<file path="src/rtl/apb_rr_arb.sv">
// apb_rr_arb: round-robin arbiter and APB transfer sequencer in front of si.
// Grants one of N masters at a time, drives SETUP/ACCESS phases toward si and
// returns read data plus a one-cycle done pulse when si signals pready_s.
//
// Optional build macro: APB_ARB_TIMEOUT_EN
//   defined   -> ACCESS phase aborts after TO_CYCLES cycles with err=1, rdata=0
//   undefined -> no timeout counter, err is always 0, ACCESS waits for pready_s
//
// Ports:
//   clk, rst_b               clock (rising edge), synchronous active-low reset
//   req[N]                   per-master request, held until that master's done
//   pwrite_m/paddr_m/pwdata_m/way_en_m   per-master transfer fields (packed)
//   gnt[N]                   one-hot grant, high for the whole transfer
//   done[N]                  one-cycle completion pulse to the granted master
//   rdata, err               read data / timeout flag, valid with done
//   psel_arb, penable_arb, pwrite_mi, paddr_mi, pwdata_mi, way_en   bus to si
//   prdata_s, pready_s       read data / ready from si
module apb_rr_arb #(
    parameter int unsigned N         = 3,
    parameter int unsigned AW        = 16,
    parameter int unsigned DW        = 32,
    parameter int unsigned WW        = 3,
    parameter int unsigned TO_CYCLES = 16
) (
    input  logic            clk,
    input  logic            rst_b,
    input  logic [N-1:0]    req,
    input  logic [N-1:0]    pwrite_m,
    input  logic [N*AW-1:0] paddr_m,
    input  logic [N*DW-1:0] pwdata_m,
    input  logic [N*WW-1:0] way_en_m,
    output logic [N-1:0]    gnt,
    output logic [N-1:0]    done,
    output logic [DW-1:0]   rdata,
    output logic            err,
    output logic            psel_arb,
    output logic            penable_arb,
    output logic            pwrite_mi,
    output logic [AW-1:0]   paddr_mi,
    output logic [DW-1:0]   pwdata_mi,
    output logic [WW-1:0]   way_en,
    input  logic [DW-1:0]   prdata_s,
    input  logic            pready_s
);

    localparam int unsigned IW = (N > 1) ? $clog2(N) : 1;

    typedef enum logic [1:0] {
        IDLE   = 2'd0,
        SETUP  = 2'd1,
        ACCESS = 2'd2
    } state_t;

    state_t        state;
    logic [IW-1:0] last;
    logic [IW-1:0] gidx;
    logic [IW-1:0] pick_idx;
    logic          pick_valid;
    logic [N-1:0]  elig;
    logic          to_hit;

`ifdef APB_ARB_TIMEOUT_EN
    localparam int unsigned CW = $clog2(TO_CYCLES + 1);
    logic [CW-1:0] to_cnt;

    // Counter holds the number of completed ACCESS cycles minus one at each edge.
    assign to_hit = (to_cnt == CW'(TO_CYCLES - 1));
`else
    assign to_hit = 1'b0;
`endif

    // Round-robin pick: first eligible master searching upward from last+1.
    // Descending loop so the lowest offset wins by being assigned last.
    always_comb begin
        elig       = req & ~done;
        pick_valid = 1'b0;
        pick_idx   = '0;
        for (int k = int'(N); k >= 1; k--) begin
            if (elig[IW'((int'(last) + k) % int'(N))]) begin
                pick_valid = 1'b1;
                pick_idx   = IW'((int'(last) + k) % int'(N));
            end
        end
    end

    // Transfer sequencer with registered outputs.
    always_ff @(posedge clk) begin
        if (!rst_b) begin
            state       <= IDLE;
            last        <= IW'(N - 1);
            gidx        <= '0;
            gnt         <= '0;
            done        <= '0;
            rdata       <= '0;
            err         <= 1'b0;
            psel_arb    <= 1'b0;
            penable_arb <= 1'b0;
            pwrite_mi   <= 1'b0;
            paddr_mi    <= '0;
            pwdata_mi   <= '0;
            way_en      <= '0;
`ifdef APB_ARB_TIMEOUT_EN
            to_cnt      <= '0;
`endif
        end else begin
            done <= '0;
            case (state)
                IDLE: begin
                    if (pick_valid) begin
                        gidx        <= pick_idx;
                        gnt         <= N'(1) << pick_idx;
                        psel_arb    <= 1'b1;
                        penable_arb <= 1'b0;
                        pwrite_mi   <= pwrite_m[pick_idx];
                        paddr_mi    <= paddr_m[int'(pick_idx) * AW +: AW];
                        pwdata_mi   <= pwdata_m[int'(pick_idx) * DW +: DW];
                        way_en      <= way_en_m[int'(pick_idx) * WW +: WW];
                        state       <= SETUP;
                    end else begin
                        pwrite_mi <= 1'b0;
                        paddr_mi  <= '0;
                        pwdata_mi <= '0;
                        way_en    <= '0;
                    end
                end
                SETUP: begin
                    penable_arb <= 1'b1;
`ifdef APB_ARB_TIMEOUT_EN
                    to_cnt      <= '0;
`endif
                    state       <= ACCESS;
                end
                ACCESS: begin
                    // A same-edge pready_s takes precedence over the timeout.
                    if (pready_s || to_hit) begin
                        psel_arb    <= 1'b0;
                        penable_arb <= 1'b0;
                        gnt         <= '0;
                        done        <= gnt;
                        err         <= !pready_s;
                        last        <= gidx;
                        state       <= IDLE;
                        if (!pready_s) begin
                            rdata <= '0;
                        end else if (!pwrite_mi) begin
                            rdata <= prdata_s;
                        end
                    end
`ifdef APB_ARB_TIMEOUT_EN
                    else begin
                        to_cnt <= to_cnt + CW'(1);
                    end
`endif
                end
                default: begin
                    state <= IDLE;
                end
            endcase
        end
    end

endmodule

</file>
<file path="config.mk">
export PLATFORM = sky130hd
export DESIGN_NAME = apb_rr_arb
export DESIGN_NICKNAME = d
export VERILOG_FILES = /design/src/rtl/apb_rr_arb.sv
export SDC_FILE = /design/constraint.sdc
export NUM_CORES = 1
export LEC_CHECK = 0
export ABC_AREA = 1
export CAP_MARGIN = 20
export CORE_UTILIZATION = 36
export DETAILED_ROUTE_END_ITERATION = 16
export PLACE_DENSITY_LB_ADDON = 0.3
export SYNTH_ARGS = -nofsm -noshare
export SYNTH_HDL_FRONTEND = slang
export SYNTH_SLANG_ARGS = --single-unit
</file>
<file path="constraint.sdc">
create_clock -name clk -period 1.8 [get_ports clk]
set_input_delay 0.36 -clock clk [delete_from_list [all_inputs] [get_ports clk]]
set_output_delay 0.36 -clock clk [all_outputs]
set_load 0.02 [all_outputs]
</file>
==> run_results.csv <==
group,metric,value,unit
critical_path,slowest_stage,"dfxtp_2",
pwr,swShare,44.8,%
timing,period_share,110,%
logic_synthesis,yosysWarnings,0,
floorplan,fp.coreArea,14500,um2
timing,setup_violations,54,
drt,drtPass1Iterations,4,
drt,wl,21600,um
placement,place_hpwl,13200,um
drt,wire_per_inst,17.8,um
cells_and_area,drive_above_1_share,26.6,%
cells_and_area,nets,1226,
timing,finalHoldViolations,0,
cts,clkTransAtPathRegs,0.08,ns
cts,cts_buffers,9,
pwr,clkPwrFrac,11.8,%
drt,drt_iter0_drc,328,
logic_synthesis,synth_area,5310,um2
timing,min_period,1.98,ns
drt,viasPerCell,5.15,
logic_synthesis,async_flop_share,0,%
cells_and_area,final_cells,1216,
critical_path,max_stage_delay,0.34,ns
timing,rsz0062_at_grt,"true",
timing,slew_violations,0,
logic_synthesis,synth_top_area_share,37.3,%
pwr,ir_drop,0.664,mV
logic_synthesis,syn-instance-count,716,
cts,hold_buffers,0,
floorplan,die-area,15300,um2
placement,post-place-ws,-0.355,ns
placement,io_buffers,286,
pwr,power.switching,7.42,mW
timing,tightest_slew,0.338,ns
floorplan,start_util,36.7,%
critical_path,worst_setup_path_end_kind,"register",
timing,fin_ws,-0.182,ns
drt,ant_nets,0,
cts,clock_path_buffers,2,
drt,vias,6268,
timing,skew,0.00823,ns
cts,htree_levels,3,
pwr,p_int,9.14,mW
timing,hold_ws,0.440,ns
floorplan,ioPinCount,287,
logic_synthesis,synth-edff-count,0,
run_status,outcome,"finished, violations left",
critical_path,required,2.08,ns
logic_synthesis,yosys.area.top_type,"dfxtp_1",
cells_and_area,final_common_cell,"clkdlybuf4s50_1",
global_routing,antenna_found_initial,0,
run_status,violations,"setup timing",
global_routing,overflow,0,
global_routing,grt_pass1_wl,29600,um
critical_path,path_class,"reg2reg",
logic_synthesis,synth.avg_cell_area,7.42,um2
pwr,power_frac_comb,67.5,%
pwr,fin_total_pwr,16.6,mW
global_routing,grt_max_degree,33,
critical_path,crit_fanout,5,
floorplan,die_h,123,um
cts,tritoncts,"yes",
critical_path,timing.reg2reg.setup_slack,-0.18,ns
critical_path,path_cells,"inv_2 > ha_4 > inv_6 > nand3_4 > nand3_4 > a21oi_4 > nand2_4 > nand2_8 > buf_6 > buf_8 > nand3_2 > nand3_1 > nand2_1 > a21oi_2",
pwr,seq_power_share,20.7,%
cells_and_area,antennaDiodeCount,0,
cells_and_area,syn2layout_area_growth,84.2,%
min_path,hp-class,"reg2reg",
global_routing,grt_pass1_vias,6098,
placement,dp.cells,1173,
floorplan,die_w,123,um
timing,relSlewSlack,77.4,%
pwr,p_per_area,1690,nW/um2
logic_synthesis,synth_ff_type,"dfxtp_1",
global_routing,grt_use_total,25.4,%
timing,setup_tns,-6.10,ns
logic_synthesis,synth_fp_nets,915,
critical_path,crit_top_cell,"nand3_4",
cts,root_buffer,"clkbuf_16",
cts,insertion_delay,0.35,ns
critical_path,worst_setup_path_start_kind,"register",
logic_synthesis,ys_ff_latch,99,
critical_path,critical_path_arrival,2.26,ns
flow_run,max_cap_viol_count,0,
logic_synthesis,ys_top_cells_by_area,"dfxtp_1 37%, nand2_1 13%, nand3_1 11%",
placement,gp_congestion,0.803,
cts,cts.sinks,99,
cells_and_area,final_cell_mix,"284 x clkdlybuf4s50_1, 163 x nand2_1, 97 x dfxtp_1, 87 x nand3_2, 75 x nand3_1",
floorplan,num_rows,44,
timing,max_freq,505,MHz
logic_synthesis,yosysSeqAreaShare,37.3,%
logic_synthesis,synth.distinct_cells,29,
drt,drcViolationCount,0,
pwr,p_leak,4.00,nW
==> state kept, by name, summed over array words and instances, names as in the netlist <==
| name | count |
|---|---|
| pwrite_mi | 1 |
| done | 3 |
| gidx | 2 |
| pwdata_mi | 32 |
| paddr_mi | 16 |
| psel_arb | 1 |
| penable_arb | 1 |
| last | 2 |
| gnt | 3 |
| rdata | 32 |
| err | 1 |
| state | 2 |
| way_en | 3 |
==> worst max-delay path: cells and delay by family, from the launching register on <==
kind | cells | cell delay (ns)
simple gates | 7 | 0.64
buf+inv | 4 | 0.35
flops | 1 | 0.34
fa+ha+maj | 1 | 0.31
compound gates | 2 | 0.28
==> layer usage <==
layer,global-route usage (%),up-vias,share of wire (%),routed length (um)
met3,7.38,44,9.0,1940
met2,44.1,279,49,10500
met5,0,-,0,0
met1,29.0,2934,39,8490
met4,10.7,0,2.9,631
li1,-,3011,-,-
==> Yosys cell counts (5+ instances only) <==
master,instances
buf_2,19
inv_2,5
a21oi_1,14
o21ai_0,37
nand3_2,50
nand3_1,117
nand2_1,184
nor2_1,71
clkbuf_1,21
dfxtp_1,99
inv_1,16
buf_4,6
ha_1,5
a21oi_2,49
==> metrics by stage <==
step | utilization, % | instance area, um2
after CTS | 63.9 | 9260
final | 67.6 | 9790
after floorplan | - | 5340
after detailed placement | 59.2 | 8570
after global routing | 67.6 | 9790
after global placement | 59.2 | 8570
==> power by group through the flow <==
stage / Clock (mW) / Sequential, mW / Combinational [mW]
finish: 1.95 / 3.44 / 11.2
global route: 2.10 / 3.53 / 11.9
CTS: 2.02 / 3.42 / 9.94
detailed placement: 0 / 3.46 / 8.85
global placement: 0 / 3.45 / 8.81
floorplan: 0 / 4.34 / 4.51
==> final cells by class <==
class / instances / area (um2)
Fill cell: 1200 / 4690
Tap cell: 184 / 230
Multi-Input combinational cell: 543 / 3310
Clock inverter: 7 / 67.6
Inverter: 22 / 105
Clock buffer: 9 / 225
Timing Repair Buffer: 352 / 3870
Sequential cell: 99 / 1980
==> cell families after synthesis <==
kind of cell    after synthesis  synth area share, %
flops                        99                 37.3
simple gates                436                 40.7
compound gates              102                 13.1
fa+ha+maj                     5                 1.18
buf+inv                      74                 7.70
==> path summary, 6_finish.rpt <==
kind         cells past startpoint            end    start
max                             14  pwdata_mi[17]  last[0]
min                              2            err      err
max reg2reg                     14  pwdata_mi[17]  last[0]
min reg2reg                      2            err      err
==> repair_timing <==
action                                 in CTS  in global routing
resized for setup                          37                 84
pin swaps                                   7                 13
endpoints found under the hold margin       0                  0
setup endpoints to repair                  53                 62
cloned                                      6                  7
setup buffers                              10                  4
(Power assumes the default switching activity.)
